[src/rtl/otter_intr_pkg.sv]
// Shared types and register map for the OTTER interrupt controller.
package otter_intr_pkg;

    typedef enum logic [1:0] {
        IDLE    = 2'd0,
        ASSERT  = 2'd1,
        SERVICE = 2'd2
    } intr_state_t;

    localparam logic [1:0] OFF_PENDING = 2'd0;
    localparam logic [1:0] OFF_ENABLE  = 2'd1;
    localparam logic [1:0] OFF_CAUSE   = 2'd2;
    localparam logic [1:0] OFF_ACK     = 2'd3;

    localparam int CAUSE_VLD_BIT = 31;

endpackage

[src/rtl/intr_sync_edge.sv]
// Three-flop synchronizer per line; rise is a one-cycle pulse on a synchronized 0->1.
module intr_sync_edge #(
    parameter int W = 8
) (
    input  logic         clk,
    input  logic         RST,
    input  logic [W-1:0] d_i,
    output logic [W-1:0] rise_o
);

    logic [W-1:0] s1_q, s2_q, s3_q;

    always_ff @(posedge clk) begin
        if (RST) begin
            s1_q <= '0;
            s2_q <= '0;
            s3_q <= '0;
        end else begin
            s1_q <= d_i;
            s2_q <= s1_q;
            s3_q <= s2_q;
        end
    end

    assign rise_o = s2_q & ~s3_q;

endmodule

[src/rtl/otter_intr_ctrl.sv]
// Interrupt controller: edge-latched pending bits, enable mask, fixed priority (index 0 highest),
// intr/int_taken handshake and an ACK register that ends the service window.
module otter_intr_ctrl
    import otter_intr_pkg::*;
#(
    parameter int          N_SRC     = 8,
    parameter logic [31:0] BASE_ADDR = 32'h1100_0100
) (
    input  logic             clk,
    input  logic             RST,
    input  logic [N_SRC-1:0] irq_src,
    input  logic [31:0]      io_addr,
    input  logic [31:0]      io_wdata,
    input  logic             io_wr,
    input  logic             io_rd,
    output logic [31:0]      io_rdata,
    output logic             intr,
    input  logic             int_taken
);

    logic [N_SRC-1:0] rise;
    logic [N_SRC-1:0] pending_q, pending_d;
    logic [N_SRC-1:0] enable_q, enable_d;
    logic [N_SRC-1:0] eligible, win_oh;
    logic [3:0]       cause_q, cause_d, win;
    logic [31:0]      rdata_q, rdata_d;
    intr_state_t      ps_q;
    logic             intr_q;
    logic             sel, wr_pend, wr_en, wr_ack, take, in_service;
    logic [1:0]       off;
    logic             unused_bits;

    intr_sync_edge #(.W(N_SRC)) u_sync (
        .clk    (clk),
        .RST    (RST),
        .d_i    (irq_src),
        .rise_o (rise)
    );

    assign sel        = (io_addr[31:4] == BASE_ADDR[31:4]);
    assign off        = io_addr[3:2];
    assign wr_pend    = io_wr && sel && (off == OFF_PENDING);
    assign wr_en      = io_wr && sel && (off == OFF_ENABLE);
    assign wr_ack     = io_wr && sel && (off == OFF_ACK);
    assign eligible   = pending_q & enable_q;
    assign in_service = (ps_q == SERVICE);
    assign take       = (ps_q == ASSERT) && int_taken && (|eligible);
    assign unused_bits = ^{io_addr[1:0], io_wdata};

    // Descending scan so the lowest eligible index is the last one written.
    always_comb begin
        win    = '0;
        win_oh = '0;
        for (int i = N_SRC - 1; i >= 0; i--) begin
            if (eligible[i]) begin
                win       = 4'(i);
                win_oh    = '0;
                win_oh[i] = 1'b1;
            end
        end
    end

    // Clears are applied before the new edges so a coincident rise survives.
    always_comb begin
        pending_d = pending_q;
        if (wr_pend) pending_d = pending_d & ~io_wdata[N_SRC-1:0];
        if (take)    pending_d = pending_d & ~win_oh;
        pending_d = pending_d | rise;

        enable_d = wr_en ? io_wdata[N_SRC-1:0] : enable_q;
        cause_d  = take ? win : cause_q;

        rdata_d = rdata_q;
        if (io_rd) begin
            rdata_d = '0;
            if (sel) begin
                case (off)
                    OFF_PENDING: rdata_d = 32'(pending_q);
                    OFF_ENABLE:  rdata_d = 32'(enable_q);
                    OFF_CAUSE: begin
                        rdata_d[3:0]          = cause_q;
                        rdata_d[CAUSE_VLD_BIT] = in_service;
                    end
                    default:     rdata_d = '0;
                endcase
            end
        end
    end

    always_ff @(posedge clk) begin
        if (RST) begin
            pending_q <= '0;
            enable_q  <= '0;
            cause_q   <= '0;
            rdata_q   <= '0;
        end else begin
            pending_q <= pending_d;
            enable_q  <= enable_d;
            cause_q   <= cause_d;
            rdata_q   <= rdata_d;
        end
    end

    always_ff @(posedge clk) begin
        if (RST) begin
            ps_q   <= IDLE;
            intr_q <= 1'b0;
        end else begin
            case (ps_q)
                IDLE: begin
                    if (|eligible) begin
                        ps_q   <= ASSERT;
                        intr_q <= 1'b1;
                    end
                end
                ASSERT: begin
                    if (take) begin
                        ps_q   <= SERVICE;
                        intr_q <= 1'b0;
                    end else if (~|eligible) begin
                        ps_q   <= IDLE;
                        intr_q <= 1'b0;
                    end
                end
                SERVICE: begin
                    if (wr_ack) ps_q <= IDLE;
                    intr_q <= 1'b0;
                end
                default: begin
                    ps_q   <= IDLE;
                    intr_q <= 1'b0;
                end
            endcase
        end
    end

    assign intr     = intr_q;
    assign io_rdata = rdata_q;

endmodule

[config.mk]
export PLATFORM = sky130hd
export DESIGN_NAME = otter_intr_ctrl
export DESIGN_NICKNAME = d
export VERILOG_FILES = /design/src/rtl/otter_intr_pkg.sv /design/src/rtl/intr_sync_edge.sv /design/src/rtl/otter_intr_ctrl.sv
export SDC_FILE = /design/constraint.sdc
export NUM_CORES = 1
export LEC_CHECK = 0
export ABC_AREA = 1
export BUFFER_PORTS_ARGS = -buffer_cell sky130_fd_sc_hd__clkbuf_2
export CORE_ASPECT_RATIO = 1.1
export CORE_MARGIN = 2
export CORE_UTILIZATION = 53
export CTS_BUF_LIST = sky130_fd_sc_hd__clkbuf_8
export CTS_CLUSTER_DIAMETER = 200
export DETAILED_ROUTE_END_ITERATION = 6
export PLACE_DENSITY = 0.92
export SLEW_MARGIN = 20
export SYNTH_ARGS = -nofsm -noshare
export SYNTH_HDL_FRONTEND = slang
export SYNTH_SLANG_ARGS = --single-unit
export TNS_END_PERCENT = 1
[constraint.sdc]
create_clock -name clk -period 2.3 [get_ports clk]
set_clock_uncertainty 0.15 [all_clocks]
set_input_delay 0.345 -clock clk [delete_from_list [all_inputs] [get_ports clk]]
set_output_delay 0.345 -clock clk [all_outputs]
set_load 0.05 [all_outputs]
After elaboration in Yosys (flattened, before gate mapping)
Cells that the tools add are included.
{"block": "totals", "reg_bits": 79, "out_inout_bits": 33, "in_bits": 77, "word_cells": 68}
{"block": "op_classes", "mux": 31, "eq_ne": 9, "bitwise": 8, "n_reduce_logical": 11}
{"operator": "8-bit 2-to-1 mux", "n": 10}
{"operator": "8-bit bitwise AND", "n": 4}
{"operator": "32-bit 2-to-1 mux", "n": 1}
{"operator": "28-bit by 25-bit == test with 1-bit output (second input constant)", "n": 1}
{"operator": "4-bit 2-to-1 mux", "n": 7}
{"operator": "8-bit NOT", "n": 3}
{"operator": "4-bit case mux with 3 select lines", "n": 1}
{"operator": "2-bit 2-to-1 mux", "n": 4}
{"operator": "8-bit OR", "n": 1}
{"operator": "4-bit case mux with 2 select lines", "n": 1}
{"operator": "8-bit OR reduction", "n": 1}
{"operator": "2-bit == test (second input constant)", "n": 3}
{"operator": "1-bit logical AND", "n": 6}
{"operator": "2-bit case mux with 3 select lines", "n": 1}
{"operator": "2-bit by 1-bit == test with 1-bit output (second input constant)", "n": 2}
{"operator": "2-bit logical NOT", "n": 2}
{"operator": "1-bit 2-to-1 mux", "n": 4}
{"operator": "2-bit inequality test (second input constant)", "n": 2}
{"operator": "3-bit 2-to-1 mux", "n": 1}
{"operator": "3-bit inequality test (second input constant)", "n": 1}
{"operator": "3-bit AND reduction", "n": 1}
{"operator": "1-bit case mux with 2 select lines", "n": 1}
{"operator": "2-bit AND reduction", "n": 1}

Longest topological paths before layout
Gate-level depths: netlist of the first run.
{"block": "logic_depth", "word_depth": 13, "ltp_mapped": 11, "ltp_nobuf": 10}

By module
Synthesis of the first run repeated with hierarchy kept, for this count alone.
{"block": "hier_totals", "hier_cells": 387, "area_unflattened_um2": 2680.1}
{"module": "otter_intr_ctrl", "seq_area_each_um2": 620.6, "cells_each": 305, "area_per_inst_um2": 1966.9, "n_inst": 1}
{"module": "intr_sync_edge", "seq_area_each_um2": 480.5, "cells_each": 82, "area_per_inst_um2": 713.2, "n_inst": 1}

Worst setup path before layout of the first run
Ideal clock, no wire load.
{"block": "synth_path", "kind": "input to register", "start": "input port io_addr[25]", "end": "register pending_q[0]", "path_stages": 8, "setup_time_ns": 0.119, "t_arrival_ns": 1.149, "required_ns": 2.031, "slack_ns": 0.882, "path_buffers": 0, "path_cell_list": "inv_1 > nand2_1 > nor2_1 > nand3_1 > nor2_4 > nand3_1 > o21ai_0 > nand2_1"}
{"block": "synth_via", "elab_chain_len": 7}
{"element": "start: declaration", "line": "otter_intr_ctrl.sv:12", "text": "input logic [31:0] io_addr,"}
{"element": "28-bit by 25-bit == test with 1-bit output *", "line": "otter_intr_ctrl.sv:40", "text": "assign sel = (io_addr[31:4] == BASE_ADDR[31:4]);"}
{"element": "1-bit logical AND * (2 in a row)", "line": "otter_intr_ctrl.sv:42", "text": "assign wr_pend = io_wr && sel && (off == OFF_PENDING);"}
{"element": "8-bit 2-to-1 mux *", "line": "otter_intr_ctrl.sv:66", "text": "if (wr_pend) pending_d = pending_d & ~io_wdata[N_SRC-1:0];"}
{"element": "8-bit bitwise AND", "line": "otter_intr_ctrl.sv:67", "text": "if (take) pending_d = pending_d & ~win_oh;"}
{"element": "8-bit 2-to-1 mux *", "line": "otter_intr_ctrl.sv:67"}
{"element": "8-bit OR *", "line": "otter_intr_ctrl.sv:68", "text": "pending_d = pending_d | rise;"}
{"element": "end signal: assignment", "line": "otter_intr_ctrl.sv:97", "text": "pending_q <= pending_d;"}
{"element": "end: declaration", "line": "otter_intr_ctrl.sv:22", "text": "logic [N_SRC-1:0] pending_q, pending_d;"}
Every way passes the cells marked *; elsewhere a longest branch is shown, timed or not.
A chain may end at the register's enable or synchronous reset.

Final worst setup path of the first run
{"block": "layout_path", "start": "register enable_q[1]", "end": "register pending_q[6]"}
{"block": "layout_via", "elab_chain_len": 7, "word_cells_on_any_way": 9, "cone_classes": "mux (3); bitwise (4); reduce/logical (2)"}
{"element": "start: declaration", "line": "otter_intr_ctrl.sv:23", "text": "logic [N_SRC-1:0] enable_q, enable_d;"}
{"element": "start signal: assignment", "line": "otter_intr_ctrl.sv:98", "text": "enable_q <= enable_d;"}
{"element": "8-bit bitwise AND *", "line": "otter_intr_ctrl.sv:45", "text": "assign eligible = pending_q & enable_q;"}
{"element": "8-bit 2-to-1 mux (2 in a row)", "line": "otter_intr_ctrl.sv:55", "text": "if (eligible[i]) begin"}
{"element": "8-bit NOT", "line": "otter_intr_ctrl.sv:67"}
{"element": "8-bit bitwise AND", "line": "otter_intr_ctrl.sv:67"}
{"element": "8-bit 2-to-1 mux *", "line": "otter_intr_ctrl.sv:67"}
{"element": "8-bit OR *", "line": "otter_intr_ctrl.sv:68"}
Marked as above.

==> run metrics, run 1 <==
status=finished, final reports clean; filler cell count in the final layout=440; cts bufs inserted=5; Port Buffer Count=60; Die X=around 71 um; worst vdd ir=about 0.00044 V; Buffers & Inverters on Critical Path=1; number of flops mapped to enable cells by yosys=0; cts repair resizes=0; Max-Cap Viols=0; RR Startpoint=enable_q[1]; diode count=0; Setup Slack @ Placement=407 ps; worst-path maximum fanout=9; Yosys top cell area share=41.9%; hpwl dp=approximately 3800 um; final setup fails=0; Vert. Die Dim=77.8 um; DR vias=2,368; post-synthesis mux area share=0%; Synth area leader=dfxtp_1; RSZ-0062 raised after global routing=false; Cell Chain, Critical Path=nand2_1 -> nand2_1 -> nor2_4 -> nand2_2 -> nand2_4 -> o21ai_1 -> inv_1 -> o21ai_0 -> nand2_1; GR Overflow Total=0; Sink Count=between 50 and 60; Most Frequent Cell on Critical Path=nand2_1; Synth top cells by count=nand2_1, inv_1, nor2_1; Yosys reg bits=55; Switching Fraction=between 20% and 30%; vias in the first global route=~2.1k; CTS max path bufs=2; Post-Synth Adder-Cell Area=0%; Hold Startpoint=irq_src[2]; final period utilization=70.8%; multi-input logic area=1090 um2; CP Capture Point=pending_q[6]; register area share after synthesis=between 40% and 50%; Critical Path Source Type=flop; Synth Area in Simple Gates=29.2%; row count=26; Post-synth ARST share=0%; htree depth=2; crit end category=flop; IO Pins=110; fraction of the mapped netlist area in compound gates=under 10%; crit path DAT=between 1500 and 2000 ps; post-route ant nets=0; DIE AREA=5540 um2; layout cells sized above 1=about 17%; Slew Limit Fails=0; insertion delay to the later sink of the worst-skew pair=310 ps; Seq pwr share=53.6%; R2R Path End=pending_q[6]; wire length per cell=approximately 10 um; CTS tree=yes; leakage power=1.59 nW; Worst path slowest cell=dfxtp_1; reg2reg setup slack=~670 ps; Nets=532; CP delay by family, top=simple AND/OR/NAND/NOR gates; count leader, synth=nand2_1; min Tclk post-route=1630 ps; Cell variety after synth=25; routability cong.=0.858; pin count of the biggest net entering global routing=25; P_int=~1.4 mW; drt pass-1 iters=4; switching pwr=487 uW; hold_buf cts=0; Synthesis Warnings=0; Starting Density=between 50% and 60%; worst setup margin=672 ps; CORE AREA=approximately 4700 um2; syn_area_per_cell=6.67 um2; CTS root buf=clkbuf_8; Synth Flop Type=dfxtp_1; drt initial violations=123; fmax=0.614 GHz; Critical Path Max Stage Delay=410 ps; number of cells on the critical path=9; Via density=around 4.6; CP Class=reg2reg; WL final=between 4000 and 5000 um; clock group share of total power=33.9%; Tightest Hold Check Type=in2reg; CP Launch Point=enable_q[1]; GRT Overall Usage=18.2%; initial antenna violation count=0; PwrDens=617 nW/um2; Area contributors post-synth=dfxtp_1, nand2_1, inv_1, nor2_1, buf_4; first-pass GRT wire length=between 8000 and 9000 um; Syn-to-layout area delta=14.2%; largest family of logic cells by synthesized area=simple AND/OR/NAND/NOR gates; Post CTS Setup Buffer Count=0; Hold Vio Cnt, Final=0; total power=1.85 mW; clk slew on worst S/H paths=90 ps; register area=1100 um2; number of cells produced by synthesis=394; Comb power frac=roughly an eighth; WP data required=between 2000 and 2500 ps; Residual DRC=0; Core Util, Final=~64%; Worst Reg-to-Reg Cells=9; setup_tns=0 ps; area of the mapped netlist=2630 um2; XOR/XNOR share of the synthesized area=0%
==> worst register-to-register path: cells and delay by family (launching register included) <==
family	cells	cell delay, ps
AND/OR/NAND/NOR	6	690
AO/OA/AOI/OAI	2	220
flip-flops	1	410
buffers and inverters	1	60
==> metal layers <==
| metal | vias up | track usage, % | wire length [um] |
|---|---|---|---|
| li1 | 1251 | - | - |
| met1 | 1011 | 20.8 | 2070 |
| met2 | 97 | 32.2 | 2400 |
| met3 | 9 | 5.58 | 431 |
| met4 | 0 | 5.66 | 79 |
| met5 | - | 0 | 0 |
==> stage by stage <==
stage / hold WS [ps] / instances / cell area (um2)
finish: 66.8 / 512 / 3000
detailed placement: 249 / 504 / 2890
floorplan: 238 / 416 / 2710
global route: 61.7 / 512 / 3000
global placement: 239 / 504 / 2890
CTS: 62.2 / 512 / 3000
==> worst min-delay path by stage <==
stage | end | slack [ps] | cells past startpoint
4_1_cts | u_sync.s1_q[2] | 60 | 3
5_1_grt | u_sync.s1_q[1] | 60 | 3
3_3_place_gp | u_sync.s2_q[2] | 240 | 2
2_1_floorplan | u_sync.s2_q[0] | 240 | 2
3_5_place_dp | u_sync.s2_q[4] | 250 | 2
6_report | u_sync.s1_q[2] | 70 | 3
==> registers in the layout, summed over array words and instances, names as in the netlist <==
signal and flops:
io_rdata 9, enable_q 8, pending_q 8, u_sync.s1_q 8, u_sync.s2_q 8, u_sync.s3_q 8, cause_q 3, ps_q 2
intr 1
==> cell families (layout without fill, tap and decap cells) <==
group / after synthesis / after routing
other: 1 / 23
DFF: 55 / 55
AOI/OAI and AO/OA: 45 / 45
buffers and inverters: 111 / 151
and+or+nand+nor: 182 / 182
==> power by group through the flow <==
| stage | Clock (mW) | Sequential (mW) | Combinational [mW] |
|---|---|---|---|
| floorplan | 0 | 1.03 | 0.180 |
| global placement | 0 | 1.01 | 0.224 |
| detailed placement | 0 | 1.01 | 0.229 |
| CTS | 0.644 | 0.993 | 0.230 |
| global route | 0.697 | 0.996 | 0.252 |
| finish | 0.628 | 0.993 | 0.230 |
==> cell type report <==
type,count,share of cell area (%)
Timing Repair Buffer,63,10.8
Tap cell,56,2.34
Sequential cell,55,36.7
Multi-Input combinational cell,250,36.4
Clock inverter,3,1.46
Inverter,80,10.0
Clock buffer,5,2.29
==> layout by cell type (no fill, tap or decap) <==
cell and n:
nor2_1 66, nand3_4 1, nor2_2 2, nor3_1 1
nand2_4 1, bufinv_16 1, o22ai_1 2, o21ai_1 1
dfxtp_1 55, clkinv_4 1, clkbuf_2 60, o211ai_1 4
nand3_1 10, inv_1 80, nor2_4 3, a31oi_1 2
buf_4 3, o21ai_0 18, conb_1 23, nand2_2 1
nand2_1 90, a21oi_1 18, nand3b_1 1, nand4_1 6
clkinv_2 1, clkbuf_8 5
Note: power is estimated with default switching activity, not from simulation.
==> inputs of run 2 (changes only) <==
- CORE_UTILIZATION: 53 -> 45
- PLACE_DENSITY: 0.92 -> 0.84
- clock period: 2.3 -> 1.3 ns (I/O delays scaled with it)
==> run 2 against run 1 <==
The run now ends with setup timing left. First-iteration DRC count down 25%. Power is 71% higher. Register-to-register slack worse by 790 ps. Wire length increased by 17%. Largest power group unchanged. Worst hold slack got worse by 52 ps. Design area grew 17%. Sequential power grew 77%. Critical endpoint is now cause_q[1]. Non-clock buffer count increased by 51. Worst setup slack got worse by 790 ps.
==> run metrics, run 2 (synthesis gave the netlist of run 1 again) <==
status=complete, but fails checks; failing checks=setup timing; Hold Startpoint=io_wdata[6]; crit path DAT=1480 ps (-190 ps); wire length per cell=9.96 um (+2.2%); diode count=0 (unchanged); Hold Vio Cnt, Final=0 (unchanged); P_int=2.27 mW (+67%); CTS root buf=clkbuf_8; min Tclk post-route=1420 ps (-211 ps); most common cell after layout, fill and taps aside=nand2_1; first-pass GRT wire length=9270 um (+12%); cts bufs inserted=5 (unchanged); insertion delay to the later sink of the worst-skew pair=310 ps (about the same); CP Class=reg2reg; IO Pins=110 (unchanged); reg2reg setup slack=-120 ps (-790 ps); pin count of the biggest net entering global routing=25 (unchanged); total power=3.17 mW (+71%); WP data required=1360 ps (-990 ps); PwrDens=903 nW/um2 (+46%); Via density=4.36 (-5.8%); CTS max path bufs=2 (unchanged); CORE AREA=5700 um2 (+21%); DR vias=2,548 (+7.6%); CTS tree=yes; RR Startpoint=enable_q[3]; clk slew on worst S/H paths=100 ps (about the same); Worst Reg-to-Reg Cells=8 (-1); worst-path maximum fanout=7 (-2); Vert. Die Dim=84.1 um (+8.1%); Residual DRC=0 (unchanged); drt pass-1 iters=4 (unchanged); final period utilization=109% (+38 points); hpwl dp=4300 um (+13%); Max-Cap Viols=0 (unchanged); Sink Count=55 (unchanged); leakage power=1.84 nW (+16%); drt initial violations=92 (-25%); Port Buffer Count=60 (unchanged); row count=29 (+12%); max reg flops=9 (unchanged); post-route ant nets=0 (unchanged); Slew Limit Fails=0 (unchanged); DIE AREA=6470 um2 (+17%); Worst Hold End=enable_q[6]; fmax=0.705 GHz (+15%); CP Launch Point=enable_q[3]; WL final=5830 um (+17%); Nets=584 (+9.8%); worst setup margin=-118 ps (-789 ps); layout cells sized above 1=27.8% (+10 points); hold depth=3 (unchanged); GR Overflow Total=0 (unchanged); vias in the first global route=2,322 (+13%); most frequent cells in the layout=nand2_1, inv_1, nor2_1; Starting Density=46.1% (-9.6 points); worst vdd ir=0.000723 V (+63%); switching pwr=897 uW (+84%); clock group share of total power=29.4% (-4.5 points); htree depth=2 (unchanged); final setup fails=14 (+14); R2R Path End=cause_q[1]; Comb power frac=15.3% (+2.9 points); GRT Overall Usage=17.5% (-0.69 points); crit end category=flop; routability cong.=0.857 (-0.17%); Tightest Hold Check Type=in2reg; Die X=76.9 um (+8.0%); Switching Fraction=28.3% (+2.0 points); RSZ-0062 raised after global routing=true; Syn-to-layout area delta=33.6%; Seq pwr share=55.4% (+1.8 points); initial antenna violation count=0 (unchanged); Critical Path Source Type=flop; Core Util, Final=61.6% (-2.0 points)
## run 2: cell types whose count changed in the layout (fill, tap and decap cells not counted), moves of 4 or more
cell | before | now
buf_4 | 3 | 38
dlygate4sd3_1 | 0 | 15
clkbuf_2 | 60 | 50
nand2_1 | 90 | 80
dfxtp_1 | 55 | 46
dfxtp_2 | 0 | 9
nand2_2 | 1 | 10
buf_2 | 0 | 8
o21ai_0 | 18 | 14
## run 2: power by group through the flow
stage	Sequential, mW	Combinational (mW)	Clock, mW
6_report	1.76	0.484	0.931
5_1_grt	1.76	0.529	1.04
4_1_cts	1.75	0.481	0.953
3_5_place_dp	1.79	0.445	0
3_3_place_gp	1.79	0.436	0
2_1_floorplan	1.82	0.319	0
## run 2: area by class of cell
type | count | area (um2)
well taps | 77 | 96.3
flip-flops and latches | 55 | 1110
multi-input cells | 251 | 1160
fillers | 525 | 2190
clock inverters | 3 | 20.0
clock buffers | 5 | 68.8
repair buffers | 114 | 752
inverters | 80 | 300
## run 2: how the worst max path moves through the flow
stage,endpoint,slack [ps],depth (start not counted)
6_report,cause_q[1],-120,8
5_1_grt,pending_q[6],-190,9
4_1_cts,pending_q[5],-60,10
3_5_place_dp,pending_q[1],-280,10
3_3_place_gp,pending_q[5],-200,9
2_1_floorplan,pending_q[5],-50,9
## run 2: worst max-delay path, cell delays in order (launching register included)
cell     delay [ps]
dfxtp_1         340
nand2_2          80
nand2_2          80
nor2_4          230
nand2_4         110
nand2_4         130
nor2_1           50
o21ai_1          80
a21oi_1          80
## run 2: per-stage QoR
step	hold slack [ps]	std cells	setup slack, ps	TNS, ps	cell area (um2)
after floorplan	152	416	-50.4	-57.2	2720
after global placement	237	558	-204	-3900	3170
after detailed placement	241	558	-281	-5360	3170
after CTS	14.9	582	-61.4	-327	3450
after global routing	42.4	585	-187	-2440	3510
final	15.1	585	-118	-1050	3510
## run 2: repair_timing
action,CTS,global route
gates cloned,0,1
pin swaps,3,9
endpoints found under the setup margin,13,28
buffers inserted,1,2
hold buffers,15,0
resized for setup,15,26
endpoints found under the hold margin,15,0
## run 2: routing by layer
layer	vias to the layer above	global-route usage, %	routed length (um)
li1	1359	-	-
met1	1090	18.4	2350
met2	89	33.5	2990
met3	10	4.30	387
met4	0	6.45	94
met5	-	0	0
==> inputs of run 3 (changes only) <==
- PLACE_DENSITY: 0.84 -> 0.83
- SKIP_CTS_REPAIR_TIMING: unset -> 1
- SYNTH_HIERARCHICAL: unset -> 1
==> run 3 against run 2 <==
The run ends with hold timing, setup timing left. Non-clock buffer count decreased by 1. Sequential power about the same. Final cell count down 2.1%. Global-route usage grew 0.58 points. Wire length rose by 6.0%. Flip-flop and latch count is the same.
==> run metrics, run 3 <==
status=complete, but fails checks; failing checks=hold timing, setup timing; Most Frequent Cell on Critical Path=nand2_2; row count=29 (unchanged); Port Buffer Count=60 (unchanged); Sink Count=55 (unchanged); WP data required=1350 ps (about the same); cts bufs inserted=5 (unchanged); register area=1110 um2 (-0.11%); Worst Hold End=enable_q[7]; Yosys top cell area share=41.1% (-0.82 points); Worst path slowest cell=dfxtp_1; Synth top cells by count=nand2_1, nor2_1, inv_1; worst vdd ir=0.000850 V (+18%); GRT Overall Usage=18.1% (+0.58 points); Area contributors post-synth=dfxtp_1, nand2_1, nor2_1, inv_1, buf_4; placed insts=553 (-0.90%); post-route ant nets=0 (unchanged); syn_area_per_cell=6.93 um2 (+3.8%); number of flops mapped to enable cells by yosys=0 (unchanged); Hold Vio Cnt, Final=3 (+3); hpwl dp=4390 um (+2.0%); Cell Chain, Critical Path=nand2_2 -> nand2_2 -> nor2_4 -> nand2_4 -> nand2_8 -> o21ai_1 -> inv_1 -> nand2_1 -> a21oi_2; GR Overflow Total=0 (unchanged); diode count=0 (unchanged); hold depth=3 (unchanged); PwrDens=910 nW/um2 (+0.70%); layout cells sized above 1=31.7% (+3.9 points); total power=3.22 mW (+1.5%); Critical Path Max Stage Delay=390 ps (+50 ps); fmax=0.694 GHz (-1.5%); initial antenna violation count=0 (unchanged); pin count of the biggest net entering global routing=24 (-4.0%); Synth Flop Type=dfxtp_1; most frequent cells in the layout=inv_1, nor2_1, nand2_1; Worst Reg-to-Reg Cells=9 (+1); DIE AREA=6590 um2 (+1.9%); Via density=4.63 (+6.4%); Starting Density=46.5% (+0.33 points); count leader, synth=nand2_1; RR Startpoint=enable_q[1]; CP Class=reg2reg; Nets=572 (-2.1%); R2R Path End=pending_q[3]; Slew Limit Fails=0 (unchanged); Cell variety after synth=29 (+16%); Buffers & Inverters on Critical Path=1 (+1); routability cong.=0.874 (+2.0%); clk slew on worst S/H paths=110 ps (about the same); first-pass GRT wire length=9760 um (+5.3%); min Tclk post-route=1440 ps (+22.2 ps); Max-Cap Viols=0 (unchanged); multi-input logic area=1220 um2 (+5.2%); filler cell count in the final layout=513 (-2.3%); max reg flops=9 (unchanged); worst-path maximum fanout=7 (unchanged); wire length per cell=10.8 um (+8.2%); Core Util, Final=61.3% (-0.32 points); CORE AREA=5770 um2 (+1.3%); drt pass-1 iters=4 (unchanged); setup_tns=-648 ps (+403 ps); DR vias=2,655 (+4.2%); Synth area leader=dfxtp_1; drt initial violations=115 (+25%); Tightest Hold Check Type=in2reg; leakage power=1.81 nW (-1.9%); Vert. Die Dim=84.9 um (+0.95%); RSZ-0062 raised after global routing=true; Post-Layout Cell Count=573 (-2.1%); Post-synth ARST share=0% (unchanged); Residual DRC=0 (unchanged); most common cell after layout, fill and taps aside=inv_1; final setup fails=12 (-2); Synthesis Warnings=6 (+6); Hold WS=-34.9 ps (-50.0 ps); WL final=6180 um (+6.0%); IO Pins=110 (unchanged); Critical Path Source Type=flop; number of cells produced by synthesis=387 (-1.8%); CTS max path bufs=2 (unchanged); Die X=77.6 um (+0.94%); vias in the first global route=2,404 (+3.5%); crit path DAT=1490 ps (about the same); crit end category=flop; Yosys reg bits=55 (unchanged); register area share after synthesis=41.1% (-0.82 points); htree depth=2 (unchanged); Syn-to-layout area delta=32.0%; Hold Startpoint=io_wdata[7]; worst setup margin=-140 ps (-22.2 ps); reg2reg setup slack=-140 ps (-20 ps); CTS root buf=clkbuf_8; final period utilization=111% (+1.7 points); insertion delay to the later sink of the worst-skew pair=320 ps (about the same); CTS tree=yes; area of the mapped netlist=2680 um2 (+2.0%); CP delay by family, top=simple AND/OR/NAND/NOR gates
## run 3: area by class of cell
cell class | count | share of cell area, %
clock buffers | 5 | 1.95
multi-input cells | 250 | 34.5
well taps | 77 | 2.72
clock inverters | 3 | 0.672
repair buffers | 113 | 21.3
inverters | 70 | 7.43
flip-flops and latches | 55 | 31.4
## run 3: worst max path at each step
stage	startpoint	to	slack, ps	cells after the start
finish	enable_q[1]	pending_q[3]	-140	9
floorplan	pending_q[6]	pending_q[7]	-1	9
global placement	io_addr[19]	io_rdata[5]	-150	10
detailed placement	io_addr[19]	pending_q[1]	-180	10
CTS	enable_q[2]	pending_q[0]	-180	9
global route	enable_q[1]	pending_q[3]	-200	9
## run 3: kinds of logic after synthesis
| family | Yosys count | share of synthesized area, % |
|---|---|---|
| buffers and inverters | 104 | 20.0 |
| DFF | 55 | 41.1 |
| AOI/OAI and AO/OA | 46 | 9.43 |
| and+or+nand+nor | 181 | 29.3 |
| other | 1 | 0.140 |
## run 3: metal layers
| metal | wire length, um | track usage (%) | vias up |
|---|---|---|---|
| met2 | 3130 | 31.7 | 88 |
| met1 | 2410 | 19.4 | 1192 |
| met3 | 385 | 4.47 | 24 |
| met4 | 250 | 11.4 | 0 |
| met5 | 0 | 0 | - |
| li1 | - | - | 1351 |
## run 3: tightest hold or removal path, cell delays in order
cell	delay, ps
clkbuf_2	90
nor2_1	40
nor2_1	80
## run 3: power by group
group | leakage (nW) | internal, mW | total, mW | switching, mW
clock network | 0.0408 | 0.386 | 0.969 | 0.583
logic | 1.31 | 0.160 | 0.493 | 0.333
registers | 0.453 | 1.74 | 1.75 | 0.0195
## run 3: through the flow
step	area [um2]	hold WS [ps]	worst slack (ps)
after floorplan	2760	116	-1.33
after global placement	3220	236	-150
after detailed placement	3220	241	-179
after CTS	3310	-105	-180
after global routing	3540	8.82	-202
final	3540	-34.9	-140
